[src/rtl/hex_bcd_display.sv]
// hex_bcd_display
//   Display back end for the CPU's 32-bit display register. It drives eight
//   active-low seven-segment digits. In hex mode each nibble of the captured
//   value is shown on one digit. In decimal mode the value is converted to BCD
//   by a sequential double-dabble engine (one bit per clock), and values above
//   99_999_999 are flagged and shown as dashes. A new conversion starts
//   automatically whenever value or mode differs from the last captured pair.
//
//   Optional build macro: HEXDISP_LZB_EN
//     Enables leading-zero blanking of every digit above the most significant
//     nonzero digit. Digit 0 is never blanked, and the overflow dashes are not
//     affected.
//
// Ports
//   clk       in   1         clock
//   rst_n     in   1         synchronous active-low reset
//   value     in   IN_W      binary value from the CPU display register
//   mode      in   1         0 = hex, 1 = unsigned decimal
//   seg       out  7*DIGITS  digit i on seg[7i+6:7i], {g,f,e,d,c,b,a}, active-low
//   busy      out  1         conversion in flight (state != IDLE)
//   overflow  out  1         decimal mode and value > 99_999_999
module hex_bcd_display #(
  parameter int DIGITS = 8,
  parameter int IN_W   = 32
) (
  input  logic                  clk,
  input  logic                  rst_n,
  input  logic [IN_W-1:0]       value,
  input  logic                  mode,
  output logic [7*DIGITS-1:0]   seg,
  output logic                  busy,
  output logic                  overflow
);

  typedef enum logic [1:0] {IDLE, CONV, DONE} state_t;

  localparam logic [6:0] SEG_BLANK = 7'b1111111;
  localparam logic [6:0] SEG_DASH  = 7'b0111111;

  state_t              state_q, state_d;
  logic                busy_q, busy_d;
  logic                overflow_q, overflow_d;
  logic [7*DIGITS-1:0] seg_q, seg_d;
  logic [IN_W-1:0]     last_value_q, last_value_d;
  logic                last_mode_q, last_mode_d;
  logic                dirty_q, dirty_d;
  logic [4:0]          cnt_q, cnt_d;
  logic [IN_W-1:0]     bin_q, bin_d;
  logic [39:0]         bcd_q, bcd_d;

  // Display image computed from the captured inputs and the finished BCD.
  logic [7*DIGITS-1:0] disp_seg;
  logic                disp_ovf;
  logic [39:0]         bcd_adj;

  // Hex glyph for one nibble, {g,f,e,d,c,b,a}, active-low.
  function automatic logic [6:0] glyph(input logic [3:0] nib);
    logic [6:0] g;
    case (nib)
      4'h0: g = 7'b1000000;
      4'h1: g = 7'b1111001;
      4'h2: g = 7'b0100100;
      4'h3: g = 7'b0110000;
      4'h4: g = 7'b0011001;
      4'h5: g = 7'b0010010;
      4'h6: g = 7'b0000010;
      4'h7: g = 7'b1111000;
      4'h8: g = 7'b0000000;
      4'h9: g = 7'b0010000;
      4'hA: g = 7'b0001000;
      4'hB: g = 7'b0000011;
      4'hC: g = 7'b1000110;
      4'hD: g = 7'b0100001;
      4'hE: g = 7'b0000110;
      default: g = 7'b0001110;
    endcase
    return g;
  endfunction

  // Double-dabble correction: every BCD digit >= 5 gets +3 before the shift,
  // all digits evaluated in parallel on the pre-shift value.
  function automatic logic [39:0] dabble_adj(input logic [39:0] b);
    logic [39:0] r;
    r = b;
    for (int i = 0; i < 10; i++) begin
      if (b[4*i +: 4] >= 4'd5) r[4*i +: 4] = b[4*i +: 4] + 4'd3;
    end
    return r;
  endfunction

  assign bcd_adj = dabble_adj(bcd_q);

  always_comb begin
    logic [3:0] nib [DIGITS];
    logic       seen;
    disp_seg = '1;
    disp_ovf = last_mode_q && (bcd_q[39:32] != 8'd0);
    seen     = 1'b0;
    for (int i = 0; i < DIGITS; i++) begin
      nib[i] = last_mode_q ? bcd_q[4*i +: 4] : last_value_q[4*i +: 4];
    end
    for (int i = DIGITS - 1; i >= 0; i--) begin
      if (nib[i] != 4'd0 || i == 0) seen = 1'b1;
`ifdef HEXDISP_LZB_EN
      disp_seg[7*i +: 7] = seen ? glyph(nib[i]) : SEG_BLANK;
`else
      disp_seg[7*i +: 7] = glyph(nib[i]);
`endif
      if (disp_ovf) disp_seg[7*i +: 7] = SEG_DASH;
    end
  end

  always_comb begin
    state_d      = state_q;
    overflow_d   = overflow_q;
    seg_d        = seg_q;
    last_value_d = last_value_q;
    last_mode_d  = last_mode_q;
    dirty_d      = dirty_q;
    cnt_d        = cnt_q;
    bin_d        = bin_q;
    bcd_d        = bcd_q;
    case (state_q)
      IDLE: begin
        if (dirty_q || (value != last_value_q) || (mode != last_mode_q)) begin
          bin_d        = value;
          bcd_d        = '0;
          last_value_d = value;
          last_mode_d  = mode;
          dirty_d      = 1'b0;
          cnt_d        = '0;
          state_d      = mode ? CONV : DONE;
        end
      end
      CONV: begin
        bcd_d = {bcd_adj[38:0], bin_q[IN_W-1]};
        bin_d = {bin_q[IN_W-2:0], 1'b0};
        cnt_d = cnt_q + 5'd1;
        if (cnt_q == 5'd31) state_d = DONE;
      end
      DONE: begin
        seg_d      = disp_seg;
        overflow_d = disp_ovf;
        state_d    = IDLE;
      end
      default: state_d = IDLE;
    endcase
    busy_d = (state_d != IDLE);
  end

  always_ff @(posedge clk) begin
    if (!rst_n) begin
      state_q      <= IDLE;
      busy_q       <= 1'b0;
      overflow_q   <= 1'b0;
      seg_q        <= '1;
      last_value_q <= '0;
      last_mode_q  <= 1'b0;
      dirty_q      <= 1'b1;
      cnt_q        <= '0;
    end else begin
      state_q      <= state_d;
      busy_q       <= busy_d;
      overflow_q   <= overflow_d;
      seg_q        <= seg_d;
      last_value_q <= last_value_d;
      last_mode_q  <= last_mode_d;
      dirty_q      <= dirty_d;
      cnt_q        <= cnt_d;
    end
  end

  // Datapath shift registers: always reloaded at capture, so no reset needed.
  always_ff @(posedge clk) begin
    bin_q <= bin_d;
    bcd_q <= bcd_d;
  end

  assign seg      = seg_q;
  assign busy     = busy_q;
  assign overflow = overflow_q;

endmodule

[config.mk]
export PLATFORM = sky130hd
export DESIGN_NAME = hex_bcd_display
export DESIGN_NICKNAME = d
export VERILOG_FILES = /design/src/rtl/hex_bcd_display.sv
export SDC_FILE = /design/constraint.sdc
export NUM_CORES = 1
export LEC_CHECK = 0
export CAP_MARGIN = 25
export CORE_UTILIZATION = 59
export CTS_CLUSTER_SIZE = 24
export DETAILED_ROUTE_END_ITERATION = 8
export PLACE_DENSITY_LB_ADDON = 0.08
export SYNTH_ARGS = -nofsm -noshare
export SYNTH_HDL_FRONTEND = slang
export SYNTH_SLANG_ARGS = --single-unit
[constraint.sdc]
create_clock -name clk -period 5.6 [get_ports clk]
set_input_delay 0.84 -clock clk [delete_from_list [all_inputs] [get_ports clk]]
set_output_delay 0.84 -clock clk [all_outputs]
set_load 0.01 [all_outputs]
# Word level (Yosys, flattened, before mapping)
# Memory sizes are Yosys's and may differ from the RTL's.
# Cells that the tools add are included.
[op_classes]
n_addsub = 11
magnitude_cmp = 10
n_eq_ne = 6
n_mux = 36
reduce_logical = 9
[op_table]
columns = ["cell", "count"]
rows = [
  ["40-bit case mux with 2 select lines", 1],
  ["4-bit 2-to-1 mux", 17],
  ["32-bit case mux with 2 select lines", 1],
  ["7-bit 2-to-1 mux", 8],
  ["4-bit by 3-bit greater-or-equal comparator with 1-bit output (second input constant)", 10],
  ["40-bit 2-to-1 mux", 1],
  ["4-bit by 2-bit adder with 4-bit output (second input constant)", 9],
  ["32-bit 2-to-1 mux", 1],
  ["32-bit != test", 1],
  ["5-bit case mux with 2 select lines", 1],
  ["8-bit nonzero test", 1],
  ["2-bit 2-to-1 mux", 3],
  ["5-bit by 1-bit adder with 5-bit output (second input constant)", 1],
  ["5-bit equality test (second input constant)", 1],
  ["5-bit 2-to-1 mux", 1],
  ["2-bit case mux with 2 select lines", 1],
  ["2-bit AND reduction", 2],
  ["2-bit nonzero test", 2],
  ["3-bit by 2-bit adder with 3-bit output (second input constant)", 1],
  ["3-bit 2-to-1 mux", 1],
  ["2-bit by 1-bit equality test with 1-bit output (second input constant)", 1],
  ["2-bit equality test (second input constant)", 1],
  ["2-bit zero test", 1],
  ["1-bit logical OR", 2],
  ["other kinds (3)", 3],
]
[word_totals]
register_bits = 171
mem_bits_ro = 896
inputBits = 35
out_inout_bits = 58
elab_cells = 90
memories = 8
[memory_table]
columns = ["name", "words", "word_bits", "rd", "rd_clocked_by_memory_dff", "wr", "line", "rtl"]
rows = [
  ["(no name shown)", 16, 7, 1, 0, 0, "59", "case (nib)"],
  ["(no name shown)", 16, 7, 1, 0, 0, "59", ""],
  ["(no name shown)", 16, 7, 1, 0, 0, "59", ""],
  ["(no name shown)", 16, 7, 1, 0, 0, "59", ""],
  ["(no name shown)", 16, 7, 1, 0, 0, "59", ""],
  ["(no name shown)", 16, 7, 1, 0, 0, "59", ""],
  ["+2 memories", "--", "--", "--", "--", "--", "--", ""],
]

# Longest topological paths before layout
[logic_depth]
word_depth = 6
mapped_depth = 12
ltp_nobuf = 9

# Worst setup path after synthesis
# OpenSTA, ideal clock, no wires.
[synth_timing]
path_type = "input port to flip-flop"
from = "in value[26]"
to = "reg bcd_q[0], enable pin"
arrival_ns = 4.520
required_time_ns = 5.098
path_slack_ns = 0.578
path_stages = 7
cell_sequence = "xnor2_1 -> o221ai_1 -> a2111o_1 -> or3_1 -> buf_2 -> nor3_4 -> nor2_1"
[synth_via]
elab_chain_len = 5
[synth_rtl]
columns = ["item", "line", "rtl"]
rows = [
  ["start, declared", "28", "input logic [IN_W-1:0] value,"],
  ["32-bit != test", "125", "if (dirty_q || (value != last_value_q) || (mode != last_mode_q)) begin"],
  ["1-bit logical OR (2 in series)", "125", ""],
  ["2-bit != test (no source line)", "--", ""],
  ["2-bit AND reduction (no source line)", "--", ""],
  ["end signal, assigned", "176", "bcd_q <= bcd_d;"],
  ["end, declared", "49", "logic [39:0] bcd_q, bcd_d;"],
]
# No other way between the ends.
# A chain may end at the register's enable or synchronous reset.

# Worst setup path after layout
[layout_timing]
from = "in value[27]"
to = "reg bcd_q[37], enable pin"
# The elaborated chain is that of the path after synthesis.

==> flow_summary.toml <==
[run_status]
status = "finished clean"

[layout]
fin_nets = 1363
num-fill-cells = 1434
final_cells = 1495
syn_to_final_growth_pct = 15.7
n_antenna_cell = 0
final_area_sq_um = 12100
drive_above_1_share_pct = 6.69

[cts]
cts_made_buffers = 17
tritoncts = "done"
post_cts_buffers = 0
cts_htree_levels = 4
clk_latency_ps = 440
clk_pin_slew_worst_paths_ps = 70
cts_sinks = 171
hold_buffers = 0
cts_resized = 0
cts-root-buf = "clkbuf_16"
clockBufferDepth = 2

[critical_path]
critPathMaxFanout = 44
critPathCaptureType = "flop"
critPathBufInv = 2
slowest_stage = "clkdlybuf4s50_1"
cp.arrival_ps = 3230
crit_family = "simple AND/OR/NAND/NOR gates"
critPathKind = "in2reg"
cpPeakStageDelay_ps = 480
required_ps = 5710
worstSetupStartpointType = "primary input"
crit_path_cell_trace = "clkdlybuf4s50_1 -> xor2_1 -> nor4_1 -> nand2_1 -> or3_1 -> nor3_4 -> nor2_4 -> buf_4"

[hold_path]
worst_hold_path_type = "reg2reg"

[job]
drv_cap = 0

[global_routing]
grt_pass1_wl_um = 41200
antenna_found_initial = 0
grt_usage_pct = 28.7
grt.met1_usage_pct = 42.8
overflow = 0
grt_max_degree = 86
busiest_layer = "met2"
grt.met3_usage_pct = 3.08
first_global_vias = 8014
met2_usage_pct = 44.0

[pwr]
vdd_drop_max_v = 0.000246
pwr_density_cell_nw_per_um2 = 330
p_leak_nw = 4.86

[timing]
setup-violations-final = 0
fin_skew_ps = 14.3
max_slew.worst_pin.slew_ps = 897
fin_setup_tns_ps = 0
finalHoldViolCount = 0
fmax_mhz = 321
fin_crit_sh_pct = 55.7
drv_slew = 0
period_needed_ps = 3120
slew_headroom_pct = 38.5
rsz0062_at_grt = "false"

[routing]
first_pass_iters = 5
vias = 9126
drt-total-wl_um = 25400
drt_iter0_markers = 870
routedWlPerCell_um = 17.0
ant_nets = 0
drc = 0
vias_per_cell = 6.10

[yosys]
syn_area_sq_um = 10400
ys_types = 53
synthesis.nets = 1321
async_flop_share_pct = 0
synth_top_flop_cell = "dfxtp_1"
synth.avg_cell_area_sq_um = 8.59
synth_warnings = 0
yosysSeqAreaShare_pct = 39.7
syn_inst = 1215
ys_seq_elements = 171
synth_edf_count = 72

[placement]
portBuffers = 92
routabilityCongestion = 0.875
placed_cells = 1462
place_area_sq_um = 11500
dp_hpwl_um = 17000

[floorplanning]
core-area_sq_um = 17300
num_rows = 48
die_h_um = 135
dieWidth_um = 135
start_util_pct = 60.3
die-area_sq_um = 18200
ioPinCount = 93
placed cells by master (no fill, tap or decap), types with 4 or more instances in the layout:
cell             instances
nand2_1                209
nand4_1                138
dfxtp_1                 98
clkdlybuf4s50_1         91
nor2_1                  78
edfxtp_1                72
nand3_1                 71
ha_1                    71
o21ai_0                 60
inv_1                   46
a21oi_1                 46
xnor2_1                 35
mux2i_1                 30
xor2_1                  19
nor3_1                  18
clkbuf_16               17
mux2_2                  16
buf_4                   16
nand2b_1                13
o211ai_1                12
o311ai_0                 8
o22ai_1                  7
o221ai_1                 6
mux4_2                   6
a311oi_1                 6
a2111oi_0                6
a211oi_1                 5
and2_1                   4
a221oi_1                 4
nand3b_1                 4
a21boi_0                 4
clkinvlp_4               4
inv_6                    4
tightest hold or removal path, cell delays in order, from the launching register on:
cell	delay, ps
dfxtp_1	310
nand2_1	50
nand2_1	40
synthesized netlist by cell type, drive strengths merged (7+ instances only):
cell	n	area [sq um]
nand2	209	785
nand4	138	863
dfxtp	99	1980
nor2	80	300
edfxtp	72	2160
clkbuf	71	267
ha	71	888
nand3	71	355
o21ai	60	300
a21oi	46	230
inv	46	173
xnor2	35	307
mux2i	30	300
nor3	20	116
xor2	19	166
mux2	16	180
nand2b	15	93.8
buf	14	71.3
o211ai	12	90.1
o311ai	8	70.1
o22ai	7	43.8
flip-flops by register name, indices dropped and copies added (netlist names):
name and cells:
bcd_q 40, bin_q 32, busy 1, cnt_q 5, dirty_q 1, last_mode_q 1, last_value_q 32, overflow 1
seg 56, state_q 2
metal layers:
metal  part of all wire (%)  vias up  wire length (um)
met5                      0        -                 0
li1                       -     4477                 -
met1                     47     4275             12000
met4                    1.1        0               282
met2                     45      348             11300
met3                    7.0       26              1780
power breakdown:
| group | total (mW) | switching [mW] | internal, mW |
|---|---|---|---|
| Sequential | 1.61 | 0.142 | 1.47 |
| Combinational | 1.15 | 0.686 | 0.468 |
| Clock | 1.23 | 0.521 | 0.705 |
final cells by class:
class                           count  area [sq um]  area share [%]
Multi-Input combinational cell    913          5830            48.2
Sequential cell                   171          4150            34.3
Timing Repair Buffer              108          1050            8.70
Clock buffer                       18           429            3.55
Tap cell                          225           282            2.33
Inverter                           46           173            1.43
Clock inverter                     14           170            1.41
cells by family (layout without fill, tap and decap cells):
| logic type | count (synthesis) | in the layout | synth area share [%] |
|---|---|---|---|
| DFF | 171 | 171 | 39.7 |
| buffers and inverters | 131 | 186 | 4.89 |
| xor gates and xnor gates | 54 | 54 | 4.53 |
| and+or+nand+nor | 553 | 553 | 25.4 |
| muxes | 52 | 52 | 5.90 |
| adders and majority gates | 71 | 71 | 8.51 |
| AOI/OAI and AO/OA | 183 | 183 | 11.0 |
path summary, 6_finish.rpt:
| kind | end | depth (start not counted) | startpoint | slack, ps |
|---|---|---|---|---|
| worst min register to register | dirty_q$_SDFFE_PN1P_ | 2 | dirty_q$_SDFFE_PN1P_ | 450 |
| worst max-delay path | bcd_q[37]$_SDFFCE_PN0P_ | 8 | value[27] | 2480 |
| worst min-delay path | dirty_q$_SDFFE_PN1P_ | 2 | dirty_q$_SDFFE_PN1P_ | 450 |
| worst max register to register | seg[11]$_SDFFE_PN1N_ | 9 | last_mode_q$_SDFFE_PN0P_ | 2790 |
through the flow:
step / hold WS (ps) / setup WS, ps / total power [mW] / util (%)
2_1_floorplan: 423 / 578 / 2.42 / -
3_3_place_gp: 435 / 2080 / 2.73 / 66.2
3_5_place_dp: 437 / 2050 / 2.76 / 66.2
4_1_cts: 450 / 2360 / 3.99 / 69.7
5_1_grt: 478 / 2320 / 4.20 / 69.8
6_report: 449 / 2480 / 3.99 / 69.8
No activity file was read; power rests on OpenSTA's default activity.
